### src/rtl/flag_mon_pkg.sv
`default_nettype none
// +----------------------------------------------------------------------+
// | flag_mon_pkg: shared FSM state type and match-mode constants           |
// | Revision: 1.0                                                          |
// +----------------------------------------------------------------------+
package flag_mon_pkg;

  localparam MODE_NONZERO = 0;
  localparam MODE_THRESH  = 1;

  typedef enum logic [1:0] {
    ST_IDLE      = 2'd0,
    ST_ARMING    = 2'd1,
    ST_FLAGGED   = 2'd2,
    ST_RELEASING = 2'd3
  } fsm_state_t;

endpackage
`default_nettype wire

### src/rtl/sat_counter.sv
`default_nettype none
// +----------------------------------------------------------------------+
// | sat_counter: W-bit up counter that sticks at all-ones                  |
// | Revision: 1.0                                                          |
// +----------------------------------------------------------------------+
module sat_counter #(
  parameter int W = 8
) (
  input  logic         clk,
  input  logic         rst,
  input  logic         inc,
  output logic [W-1:0] count
);

  localparam logic [W-1:0] c_max = {W{1'b1}};
  localparam logic [W-1:0] c_one = W'(1);

  logic [W-1:0] r_count;

  always_ff @(posedge clk) begin
    if (rst) begin
      r_count <= '0;
    end else if (inc && (r_count != c_max)) begin
      r_count <= r_count + c_one;
    end
  end

  assign count = r_count;

endmodule
`default_nettype wire

### src/rtl/threshold_flag_monitor.sv
`default_nettype none
// +----------------------------------------------------------------------+
// | threshold_flag_monitor: debounced sample-match flag with event count   |
// | Revision: 1.0                                                          |
// +----------------------------------------------------------------------+
module threshold_flag_monitor
  import flag_mon_pkg::*;
#(
  parameter int DATA_W   = 4,
  parameter int OUT_W    = 8,
  parameter int MODE     = 0,
  parameter int THRESH   = 8,
  parameter int HOLD_CNT = 3,
  parameter int EVT_W    = 8
) (
  input  logic              clk,
  input  logic              rst,
  input  logic              in_valid,
  input  logic [DATA_W-1:0] in_data,
  output logic              out_flag,
  output logic [OUT_W-1:0]  out_data,
  output logic [EVT_W-1:0]  evt_count
);

  localparam RUN_W = $clog2(HOLD_CNT + 1);
  localparam logic [RUN_W-1:0] c_hold = RUN_W'(HOLD_CNT);
  localparam logic [RUN_W-1:0] c_one  = RUN_W'(1);

  if (OUT_W < DATA_W) begin : g_chk_out_w
    $error("threshold_flag_monitor: OUT_W must be >= DATA_W");
  end
  if (HOLD_CNT < 1) begin : g_chk_hold
    $error("threshold_flag_monitor: HOLD_CNT must be >= 1");
  end
  if ((MODE != MODE_NONZERO) && (MODE != MODE_THRESH)) begin : g_chk_mode
    $error("threshold_flag_monitor: MODE must be 0 or 1");
  end

  logic w_match;

  if (MODE == MODE_THRESH) begin : g_mode_thresh
    localparam logic [DATA_W-1:0] c_thresh = DATA_W'(THRESH);
    assign w_match = (in_data >= c_thresh);
  end else begin : g_mode_nonzero
    assign w_match = |in_data;
  end

  fsm_state_t       r_state, w_state_next;
  logic [RUN_W-1:0] r_run, w_run_next, w_run_inc;
  logic             r_flag, w_flag_next, w_evt_inc;
  logic [OUT_W-1:0] r_data;

  assign w_run_inc = r_run + c_one;

  // Run counter tracks consecutive samples opposing the current flag level.
  always_comb begin
    w_state_next = r_state;
    w_run_next   = r_run;
    if (in_valid) begin
      case (r_state)
        ST_IDLE: begin
          if (w_match) begin
            if (c_hold == c_one) begin
              w_state_next = ST_FLAGGED;
              w_run_next   = '0;
            end else begin
              w_state_next = ST_ARMING;
              w_run_next   = c_one;
            end
          end
        end
        ST_ARMING: begin
          if (!w_match) begin
            w_state_next = ST_IDLE;
            w_run_next   = '0;
          end else if (w_run_inc == c_hold) begin
            w_state_next = ST_FLAGGED;
            w_run_next   = '0;
          end else begin
            w_run_next   = w_run_inc;
          end
        end
        ST_FLAGGED: begin
          if (w_match) begin
            w_run_next   = '0;
          end else if (c_hold == c_one) begin
            w_state_next = ST_IDLE;
            w_run_next   = '0;
          end else begin
            w_state_next = ST_RELEASING;
            w_run_next   = c_one;
          end
        end
        ST_RELEASING: begin
          if (w_match) begin
            w_state_next = ST_FLAGGED;
            w_run_next   = '0;
          end else if (w_run_inc == c_hold) begin
            w_state_next = ST_IDLE;
            w_run_next   = '0;
          end else begin
            w_run_next   = w_run_inc;
          end
        end
        default: begin
          w_state_next = ST_IDLE;
          w_run_next   = '0;
        end
      endcase
    end
  end

  assign w_flag_next = (w_state_next == ST_FLAGGED) || (w_state_next == ST_RELEASING);
  assign w_evt_inc   = w_flag_next && !r_flag;

  always_ff @(posedge clk) begin
    if (rst) begin
      r_state <= ST_IDLE;
      r_run   <= '0;
      r_flag  <= 1'b0;
      r_data  <= '0;
    end else begin
      r_state <= w_state_next;
      r_run   <= w_run_next;
      r_flag  <= w_flag_next;
      if (in_valid) begin
        r_data <= OUT_W'(in_data);
      end
    end
  end

  sat_counter #(
    .W (EVT_W)
  ) u_evt_counter (
    .clk   (clk),
    .rst   (rst),
    .inc   (w_evt_inc),
    .count (evt_count)
  );

  assign out_flag = r_flag;
  assign out_data = r_data;

endmodule
`default_nettype wire

### config.mk
export PLATFORM = sky130hd
export DESIGN_NAME = threshold_flag_monitor
export DESIGN_NICKNAME = d
export VERILOG_FILES = /design/src/rtl/flag_mon_pkg.sv /design/src/rtl/sat_counter.sv /design/src/rtl/threshold_flag_monitor.sv
export SDC_FILE = /design/constraint.sdc
export NUM_CORES = 1
export LEC_CHECK = 0
export ABC_AREA = 1
export BUFFER_PORTS_ARGS = -buffer_cell sky130_fd_sc_hd__buf_2
export CAP_MARGIN = 20
export CORE_MARGIN = 2
export CORE_UTILIZATION = 40
export CTS_CLUSTER_SIZE = 28
export DETAILED_ROUTE_END_ITERATION = 12
export PLACE_DENSITY_LB_ADDON = 0.05
export REMOVE_ABC_BUFFERS = 1
export SLEW_MARGIN = 15
export SYNTH_ARGS = -nofsm -noshare
export SYNTH_HDL_FRONTEND = slang
export SYNTH_SLANG_ARGS = --single-unit
### constraint.sdc
create_clock -name clk -period 1.9 [get_ports clk]
set_input_delay 0.285 -clock clk [delete_from_list [all_inputs] [get_ports clk]]
set_output_delay 0.285 -clock clk [all_outputs]
set_load 0.01 [all_outputs]
; ---- After elaboration in Yosys (flattened, before gate mapping)
; Index checks and enable logic that the tools add are counted.
[totals]
reg_bits = 17
latch_bits = 0
ram_bits = 0
mem_bits_ro = 0
inputBits = 7
word_cells = 36
n_memories = 0
[op_classes]
addsub = 2
multipliers = 0
div_mod_pow = 0
n_lt_le_gt_ge = 0
n_eq_ne = 8
shifts = 0
mux = 14
bitwise = 0
n_reduce_logical = 7
[op_table]
columns = op, count
row1 = $mux W2, 11
row2 = $pmux W2 S4, 2
row3 = $eq A2 B2 Y1 const B, 5
row4 = $add A8 B1 Y8 const B, 1
row5 = $ne A8 B8 Y1 const B, 1
row6 = $reduce_or A4 Y1, 1
row7 = $add A2 B1 Y2 const B, 1
row8 = $eq A2 B1 Y1 const B, 1
row9 = $logic_and A1 B1 Y1, 2
row10 = $logic_not A2 Y1, 1
row11 = $ne A2 B2 Y1 const B, 1
row12 = $reduce_and A2 Y1, 1
row13 = $logic_not A1 Y1, 1
row14 = $logic_or A1 B1 Y1, 1
row15 = $mux W1, 1

; ---- Depth between registers and ports, before layout
; Gate-level depths: netlist of run 1.
[depth]
word_depth = 10
depth_mapped = 9

; ---- Cells and area by module
; Synthesis of run 1 repeated with hierarchy kept, for this count alone.
[unflattened]
hier_cells = 144
hier_area_um2 = 943.4
[by_module_without_submodules]
columns = module, instances, cells_per_inst, area_per_inst_um2
row1 = sat_counter, 1, 77, 484.2
row2 = threshold_flag_monitor, 1, 67, 459.2

; ---- Least setup slack after synthesis of run 1
; OpenSTA, ideal clock, no wires.
[synth_path]
kind = reg-to-reg
startpoint = register u_evt_counter.r_count[0], in the netlist u_evt_counter.count[0]
endpoint = register u_evt_counter.r_count[5], in the netlist u_evt_counter.count[5]
arrival_ns = 1.279
t_required_ns = 1.832
slack_ns = 0.554
stages_incl_launch_ff = 10
n_path_buf = 0
synth_period_minus_slack_ns = 1.346
path_cell_list = dfxtp_1 > ha_1 > nand2_2 > nor2_2 > nand2_2 > nand2_4 > inv_2 > nand2_4 > nand2_1 > a21oi_2
[synth_via]
elab_chain_len = 2
word_cells_on_any_way = 3
cone_classes = add/sub: 1 / eq/ne: 1 / reduce/logical: 1
[synth_rtl]
columns = element, line
row1 = from (decl), sat_counter.sv:18  ; logic [W-1:0] r_count;
row2 = from (signal assigned), sat_counter.sv:24  ; r_count <= r_count + c_one;
row3 = branches (longest 2 deep; another with $add A8 B1 Y8), --
; Several ways; the timed one is not identified.
; A chain may end at the register's enable or synchronous reset.

; ---- Final worst setup path of run 1
[layout_path]
startpoint = register u_evt_counter.r_count[0], in the netlist u_evt_counter.count[0]
endpoint = register u_evt_counter.r_count[2], in the netlist u_evt_counter.count[2]
; Same word-level chain as after synthesis.

==> results.sh, run 1 <==
export IMPL_die_y_um=52.4
export IMPL_synth_area_top_cells="dfxtp_1 (36%), nand2_1 (15%), nor2_1 (6.8%)"
export IMPL_run_status="finished, final reports clean"
export IMPL_yosys_area_top_type="dfxtp_1"
export IMPL_clockBufferDepth=2
export IMPL_core_area_um2=2210
export IMPL_cp_max_fo=7
export IMPL_min_period_ps=1390
export IMPL_vias_per_cell=4.67
export IMPL_drt_wl_total_mm=1.91
export IMPL_dpl_hpwl_mm=1.44
export IMPL_drt_iter0_markers=8
export IMPL_cp_arrival_ps=1630
export IMPL_antenna_found_initial=0
export IMPL_cts_made_buffers=3
export IMPL_cts_sinks=17
export IMPL_wl_met1_mm=1.01
export IMPL_r2r_start="u_evt_counter.count[0]"
export IMPL_syn2layout_area_growth_pct=14.0
export IMPL_synth_warnings=0
export IMPL_holdPathEnd="out_data[2]"
export IMPL_ios=24
export IMPL_vias=864
export IMPL_drv_slew=0
export IMPL_ir_drop_mv=0.307
export IMPL_cts_resized=0
export IMPL_regArea_um2=340
export IMPL_postCtsSetupRepairBufs=0
export IMPL_reg2reg_to="u_evt_counter.count[2]"
export IMPL_nets=166
export IMPL_synth_mux_area_share_pct=0
export IMPL_layout_commonest_cell="nand2_1"
export IMPL_setup_violations_final=0
export IMPL_grt_overflow_total=0
export IMPL_portBuffers=19
export IMPL_dr_wl_met2_um=827
export IMPL_min_from="in_data[2]"
export IMPL_grt_start_max_net_pins=13
export IMPL_ant_nets=0
export IMPL_rsz0062_at_grt="false"
export IMPL_grt_use_total_pct=16.7
export IMPL_final_setup_tns_ps=0
export IMPL_multi_input_area_um2=507
export IMPL_path_clk_slew_ps=110
export IMPL_drc=0
export IMPL_synth_distinct_cells=21
export IMPL_grt_pass1_wl_mm=3.42
export IMPL_synth_top_family_by_area="simple AND/OR/NAND/NOR gates"
export IMPL_yosys_area_share_simple_pct=34.6
export IMPL_grt_pass1_vias=787
export IMPL_num_rows=17
export IMPL_synth_xor_area_share_pct=3.74
export IMPL_synth_seq_area_share_pct=36.3
export IMPL_cts_max_level=1
export IMPL_post_dp_cell_area_um2=1040
export IMPL_layout_common_cells="nand2_1 (37), buf_2 (19), nor2_1 (17), dfxtp_1 (17), inv_1 (15)"
export IMPL_cap_violations=0
export IMPL_die_w_um=52.4
export IMPL_syn_inst=137
export IMPL_min_period_over_period_pct=73.4
export IMPL_crit_required_ps=2140
export IMPL_power_density_nw_per_um2=614
export IMPL_routedWlPerCell_um=10.3
export IMPL_clk_latency_ps=290
export IMPL_r2r_cells=9
export IMPL_dr_pass1_iters=4
export IMPL_reg2reg_slack_ps=510
export IMPL_whs_path_depth=3
export IMPL_hold_viol_final=0
export IMPL_hp_class="input pin to flip-flop"
export IMPL_dieArea_um2=2750
export IMPL_fin_skew_ps=2.42
export IMPL_netlist_area_um2=937
export IMPL_endpoint_kind="flip-flop"
export IMPL_dr_wl_met3_um=60
export IMPL_yosys_area_top_type_share_pct=36.3
export IMPL_place_congestion=0.775
export IMPL_fill_cells=264
export IMPL_synth_adder_area_share_pct=1.34
export IMPL_startpoint_type="flip-flop"
export IMPL_synth_area_per_cell_um2=6.84
export IMPL_max_freq_ghz=0.717
export IMPL_diodes=0
export IMPL_ys_ff_latch=17
export IMPL_hold_buffers=0
export IMPL_root_buffer="clkbuf_4"
export IMPL_initial_core_util_pct=42.4
export IMPL_power_leakage_nw=0.527
export IMPL_worstSetupPathType="flip-flop to flip-flop"
export IMPL_drive_gt1_share_pct=24.2
export IMPL_cts_tree="built"
export IMPL_synth_compound_area_share_pct=12.8
export IMPL_finalInstanceArea_um2=1070
export IMPL_highest_layer="met4"
-- power by group --
| group | total, mW | internal (mW) | leakage, nW | switching (mW) |
|---|---|---|---|---|
| clock | 0.199 | 0.0782 | 0.0177 | 0.120 |
| combinational | 0.0784 | 0.0278 | 0.371 | 0.0506 |
| sequential | 0.379 | 0.370 | 0.139 | 0.00934 |
| total | 0.656 | 0.476 | 0.527 | 0.180 |
-- cells in the mapped netlist --
library cell  instances
nand2_1              37
dfxtp_1              17
nor2_1               17
inv_1                15
a21oi_1              11
o21ai_0               8
buf_4                 4
nand2_2               4
xor2_1                4
nand2_4               3
nor2_2                3
a21oi_2               2
clkbuf_1              2
inv_2                 2
nand3_1               2
conb_1                1
ha_1                  1
nand3b_1              1
nand4_1               1
nor2_8                1
o211ai_1              1
-- per-layer routing --
layer	GRT usage, %	vias up
met4	8.97	0
met3	2.57	2
li1	-	456
met1	23.6	392
met2	24.2	14
met5	0	-
-- final cells by class --
type	count	area share (%)
clock inverter	1	0.468
tap	28	3.28
timing repair buffer	19	8.90
sequential	17	31.9
inverter	17	5.97
clock buffer	3	2.11
multi-input combinational	100	47.4
-- kinds of logic (layout without fill, tap and decap cells) --
kind of cell	after synthesis	after routing
compound gates	22	22
xor+xnor	4	4
fa+ha+maj	1	1
buf+inv	23	40
flops	17	17
other cells	1	4
simple gates	69	69
-- stage by stage --
step / utilization, % / setup WS (ps) / total power, mW / cells / hold slack, ps
3_5_place_dp: 47.1 / 520 / 0.466 / 181 / 496
3_3_place_gp: 47.1 / 558 / 0.465 / 181 / 486
5_1_grt: 48.3 / 306 / 0.694 / 185 / 253
2_1_floorplan: - / 555 / 0.435 / 134 / 347
4_1_cts: 48.3 / 487 / 0.669 / 185 / 243
6_report: 48.3 / 506 / 0.656 / 185 / 254
-- registers in the layout, summed over array words and instances (netlist names) --
signal and cells:
r_state 2, out_data 4, r_run 2, u_evt_counter.count 8, out_flag 1
-- how the worst max path moves through the flow --
| stage | from | end | depth (start not counted) |
|---|---|---|---|
| 2_1_floorplan | u_evt_counter.count[0] | u_evt_counter.count[5] | 9 |
| 6_report | u_evt_counter.count[0] | u_evt_counter.count[2] | 9 |
| 3_5_place_dp | u_evt_counter.count[0] | u_evt_counter.count[2] | 9 |
| 5_1_grt | u_evt_counter.count[0] | u_evt_counter.count[7] | 9 |
| 4_1_cts | u_evt_counter.count[0] | u_evt_counter.count[2] | 9 |
| 3_3_place_gp | u_evt_counter.count[0] | u_evt_counter.count[2] | 9 |
-- worst max-delay path: stages, from the launching register on --
cell	delay, ps
dfxtp_1	410
ha_1	220
nand2_2	80
nor2_2	140
nand2_2	80
nand2_4	90
inv_2	50
nand2_4	100
nand2_1	70
a21oi_2	110
Note: power is estimated with default switching activity, not from simulation.
==> run 2, diff against run 1 <==
clock period = 1.16 ns   (was 1.9 ns; I/O delays follow)
==> run 2 against run 1 <==
The flow now finishes with violations (negative setup slack). Highest routed layer unchanged. Design area up 20%. Largest power group unchanged. Worst hold slack worse by 170 ps. First-iteration DRC count rose to 3.6 times the previous value. Utilization up 9.5 points. Maximum frequency up 12%. Clock power up 63%. Sequential cell count unchanged. Global-route usage up 0.63 points.
==> results.sh, run 2 (synthesis results as in run 1) <==
export IMPL_die_w_um=52.4
export IMPL_grt_overflow_total=0
export IMPL_drv_slew=0
export IMPL_grt_start_max_net_pins=12
export IMPL_fin_skew_ps=3.51
export IMPL_grt_use_total_pct=17.3
export IMPL_min_period_ps=1250
export IMPL_nets=186
export IMPL_ant_nets=0
export IMPL_cts_made_buffers=3
export IMPL_layout_commonest_cell="nand2_1"
export IMPL_drive_gt1_share_pct=37.3
export IMPL_grt_pass1_wl_mm=3.51
export IMPL_violations="negative setup slack"
export IMPL_r2r_start="u_evt_counter.count[1]"
export IMPL_cp_arrival_ps=1440
export IMPL_cp_max_fo=9
export IMPL_highest_layer="met4"
export IMPL_postLayoutSetupSlackWorst_ps=-85.8
export IMPL_crit_required_ps=1350
export IMPL_power_leakage_nw=0.644
export IMPL_startpoint_type="flip-flop"
export IMPL_dr_wl_met3_um=84
export IMPL_dr_pass1_iters=4
export IMPL_root_buffer="clkbuf_4"
export IMPL_r2r_cells=9
export IMPL_max_freq_ghz=0.803
export IMPL_largest_reg_flops=8
export IMPL_power_density_nw_per_um2=869
export IMPL_cts_sinks=17
export IMPL_worstSetupPathType="flip-flop to flip-flop"
export IMPL_rsz0062_at_grt="true"
export IMPL_min_period_over_period_pct=107
export IMPL_layout_common_cells="nand2_1 (36), buf_4 (20), buf_2 (19)"
export IMPL_hp_class="input pin to flip-flop"
export IMPL_holdWs_ps=84.1
export IMPL_core_area_um2=2210
export IMPL_ios=24
export IMPL_setup_violations_final=9
export IMPL_clockBufferDepth=2
export IMPL_initial_core_util_pct=42.4
export IMPL_cap_violations=0
export IMPL_vias=947
export IMPL_ir_drop_mv=0.681
export IMPL_antenna_found_initial=0
export IMPL_whs_path_depth=2
export IMPL_syn2layout_area_growth_pct=36.4
export IMPL_design_power_total_mw=1.11
export IMPL_drt_wl_total_mm=2.12
export IMPL_reg2reg_to="u_evt_counter.count[0]"
export IMPL_run_status="finished with violations"
export IMPL_cts_max_level=1
export IMPL_portBuffers=19
export IMPL_die_y_um=52.4
export IMPL_dr_wl_met2_um=926
export IMPL_drt_iter0_markers=29
export IMPL_place_congestion=0.746
export IMPL_dieArea_um2=2750
export IMPL_cts_tree="built"
export IMPL_hold_viol_final=0
export IMPL_holdPathEnd="r_run[1]"
export IMPL_num_rows=17
export IMPL_endpoint_kind="flip-flop"
export IMPL_clk_latency_ps=290
export IMPL_routedWlPerCell_um=10.3
export IMPL_reg2reg_slack_ps=-90
export IMPL_path_clk_slew_ps=100
export IMPL_drc=0
export IMPL_min_from="rst"
export IMPL_grt_pass1_vias=814
export IMPL_dpl_hpwl_mm=1.61
export IMPL_diodes=0
export IMPL_vias_per_cell=4.62
export IMPL_wl_met1_mm=1.08
==> run 2: cell types whose count changed in the layout (fill, tap and decap cells not counted), sizes merged <==
cell and delta:
clkinv -1, clkbuf +1, buf +20
==> run 2: power by group <==
| part | internal, mW | switching (mW) |
|---|---|---|
| combinational | 0.0703 | 0.0940 |
| clock | 0.134 | 0.191 |
| sequential | 0.607 | 0.0163 |
| total | 0.811 | 0.301 |
==> run 2: per-layer routing <==
metal / track usage, % / vias up
met5: 0 / -
met4: 6.41 / 0
met3: 3.71 / 4
met2: 26.5 / 20
met1: 23.8 / 428
li1: - / 495
==> run 2: worst max-delay path, cell delays in order (launching register included) <==
cell and delay [ps]:
dfxtp_2 350, ha_4 160, nand2_4 70, nor2_4 40, nand2_2 80, nand2_4 80
nor2_8 180, nand2_1 80, nand2_1 60, nor2_1 40
==> run 2: area by class of cell <==
type,count,area [µm²]
timing repair buffer,39,245
inverter,17,66.3
clock buffer,4,26.3
multi-input combinational,100,557
tap,28,35.0
sequential,17,349
fill,238,933
==> run 2: timing repair <==
action	CTS	global route
gates resized for setup	5	14
pin swaps	2	6
hold endpoints to repair	0	0
setup endpoints to repair	8	9
hold buffers	0	0
setup buffers	0	1
==> run 2: per-stage QoR <==
stage | worst slack, ps | area, µm² | utilization [%] | setup TNS, ps | instances
after floorplan | -185 | 911 | - | -1360 | 134
after global placement | -63.9 | 1180 | 53.5 | -331 | 200
after detailed placement | -100 | 1180 | 53.5 | -728 | 200
after CTS | -83.1 | 1230 | 55.4 | -588 | 204
after global routing | -180 | 1280 | 57.8 | -1380 | 205
final | -85.8 | 1280 | 57.8 | -648 | 205
==> run 2: worst max-delay path by stage <==
stage | slack, ps | start | to
5_1_grt | -180 | u_evt_counter.count[1] | u_evt_counter.count[2]
2_1_floorplan | -180 | u_evt_counter.count[0] | u_evt_counter.count[5]
3_3_place_gp | -60 | u_evt_counter.count[0] | u_evt_counter.count[2]
3_5_place_dp | -100 | u_evt_counter.count[0] | u_evt_counter.count[0]
6_report | -90 | u_evt_counter.count[1] | u_evt_counter.count[0]
4_1_cts | -80 | u_evt_counter.count[0] | u_evt_counter.count[2]
==> run 3, diff against run 2 <==
CELL_PAD_IN_SITES_DETAIL_PLACEMENT = 1   (was not set)
CELL_PAD_IN_SITES_GLOBAL_PLACEMENT = 2   (was not set)
CORE_UTILIZATION = 24   (was 40)
==> run 3 against run 2 <==
The run still ends with negative setup slack left. Via count increased by 2.1%. Clock skew increased by 5.4 ps. Final cell count increased by 11%. Total power increased by 16%. First-iteration DRC count decreased by 34%. Worst hold slack improved by 47 ps. Design area increased by 8.5%. Routed wire length increased by 24%. Register-to-register slack got worse by 70 ps. Global-route usage decreased by 3.8 points. Largest cell class unchanged.
==> results.sh, run 3 (synthesis results as in run 1) <==
export IMPL_vias=967
export IMPL_p_comb_share_pct=14.8
export IMPL_ir_drop_mv=0.627
export IMPL_worstSetupPathType="flip-flop to flip-flop"
export IMPL_power_leakage_nw=0.658
export IMPL_run_status="finished with violations"
export IMPL_fin_skew_ps=8.96
export IMPL_endpoint_kind="flip-flop"
export IMPL_crit_top_cell="nor2_1"
export IMPL_drt_wl_total_mm=2.64
export IMPL_drc=0
export IMPL_ant_nets=0
export IMPL_cap_violations=0
export IMPL_grt_overflow_total=0
export IMPL_die_y_um=66.5
export IMPL_dpl_worst_slack_ps=-152
export IMPL_clockBufferDepth=2
export IMPL_final_util_pct=37.3
export IMPL_holdWs_ps=131
export IMPL_postLayoutSetupSlackWorst_ps=-160
export IMPL_p_int_uw=936
export IMPL_dieArea_um2=4420
export IMPL_cp_slowest_cell="dfxtp_2"
export IMPL_largest_reg_flops=8
export IMPL_root_buffer="clkbuf_8"
export IMPL_min_period_over_period_pct=114
export IMPL_critical_path_cell_chain="inv_1 -> nand2_2 -> nor2_4 -> nor2_1 -> nor2_2 -> nand2_8 -> buf_4 -> nor2_1 -> nor2_1"
export IMPL_layout_commonest_cell="nand2_1"
export IMPL_grt_start_max_net_pins=12
export IMPL_startpoint_type="flip-flop"
export IMPL_cts_tree="built"
export IMPL_clock_power_share_pct=37.0
export IMPL_syn2layout_area_growth_pct=48.1
export IMPL_core_area_um2=3720
export IMPL_layout_common_cells="nand2_1 (34), buf_4 (20), buf_2 (17)"
export IMPL_finalInstanceArea_um2=1390
export IMPL_diodes=0
export IMPL_num_rows=22
export IMPL_swShare_pct=27.6
export IMPL_grt_pass1_vias=989
export IMPL_cp_max_fo=7
export IMPL_cpLargestDelayFamily="simple AND/OR/NAND/NOR gates"
export IMPL_setup_violations_final=8
export IMPL_grt_pass1_wl_mm=4.51
export IMPL_portBuffers=19
export IMPL_drive_gt1_share_pct=43.6
export IMPL_cts_made_buffers=3
export IMPL_dr_pass1_iters=3
export IMPL_power_density_nw_per_um2=931
export IMPL_max_stage_delay_ps=330
export IMPL_hold_viol_final=0
export IMPL_crit_required_ps=1320
export IMPL_drv_slew=0
export IMPL_fill_cells=496
export IMPL_vias_per_cell=4.26
export IMPL_routedWlPerCell_um=11.6
export IMPL_power_switching_uw=357
export IMPL_max_freq_ghz=0.758
export IMPL_initial_core_util_pct=25.2
export IMPL_design_power_total_mw=1.29
export IMPL_path_buf_inv=2
export IMPL_dpl_hpwl_mm=1.99
export IMPL_cp_arrival_ps=1480
export IMPL_post_dp_cell_area_um2=1220
export IMPL_nets=188
export IMPL_grt_use_total_pct=13.6
export IMPL_clk_latency_ps=260
export IMPL_place_congestion=0.754
export IMPL_hold_buffers=0
export IMPL_p_seq_share_pct=48.1
export IMPL_antenna_found_initial=0
export IMPL_violations="negative setup slack"
export IMPL_cts_max_level=1
export IMPL_rsz0062_at_grt="true"
export IMPL_cts_sinks=17
export IMPL_min_period_ps=1320
export IMPL_ios=24
export IMPL_hp_class="input pin to flip-flop"
export IMPL_drt_iter0_markers=19
export IMPL_die_w_um=66.5
export IMPL_path_clk_slew_ps=80
## run 3: repair_timing
action,CTS,global route
gates cloned,0,0
pin swaps,7,10
buffers inserted,0,2
endpoints found under the setup margin,9,14
gates resized for setup,14,17
## run 3: cell type report
type | instances | area [µm²] | share of cell area, %
flip-flops and latches | 17 | 350 | 25.2
clock inverters | 1 | 7.51 | 0.541
inverters | 17 | 66.3 | 4.78
multi-input cells | 100 | 582 | 41.9
well taps | 48 | 60.1 | 4.33
clock buffers | 3 | 41.3 | 2.98
repair buffers | 41 | 280 | 20.2
## run 3: power groups by stage
stage,Combinational [mW],Clock (mW),Sequential [mW]
2_1_floorplan,0.0747,0,0.638
3_3_place_gp,0.166,0,0.633
3_5_place_dp,0.167,0,0.632
4_1_cts,0.175,0.502,0.622
5_1_grt,0.217,0.538,0.626
6_report,0.191,0.479,0.622
## run 3: final timing paths
| check | startpoint | cells past startpoint | endpoint | slack [ps] |
|---|---|---|---|---|
| worst max-delay path | r_run[0] | 9 | u_evt_counter.count[1] | -160 |
| worst min-delay path | rst | 2 | r_run[1] | 130 |
| worst max register to register | r_run[0] | 9 | u_evt_counter.count[1] | -160 |
| worst min register to register | u_evt_counter.count[3] | 2 | u_evt_counter.count[3] | 510 |
## run 3: per-layer routing
metal	GRT usage, %	routed length [µm]	up-vias
met5	0	0	-
met2	21.5	1210	20
li1	-	-	500
met3	4.39	123	4
met4	4.59	41	0
met1	17.3	1270	443
## run 3: through the flow
stage                     TNS [ps]  cells
after global placement        -520    221
after global routing         -1580    227
final                         -841    227
after floorplan              -1360    134
after CTS                     -767    225
after detailed placement     -1040    221
## run 3: worst reg2reg max path: stages (launching register included)
cell and delay (ps):
dfxtp_2 330, inv_1 90, nand2_2 70, nor2_4 110, nor2_1 50, nor2_2 220
nand2_8 90, buf_4 140, nor2_1 90, nor2_1 40
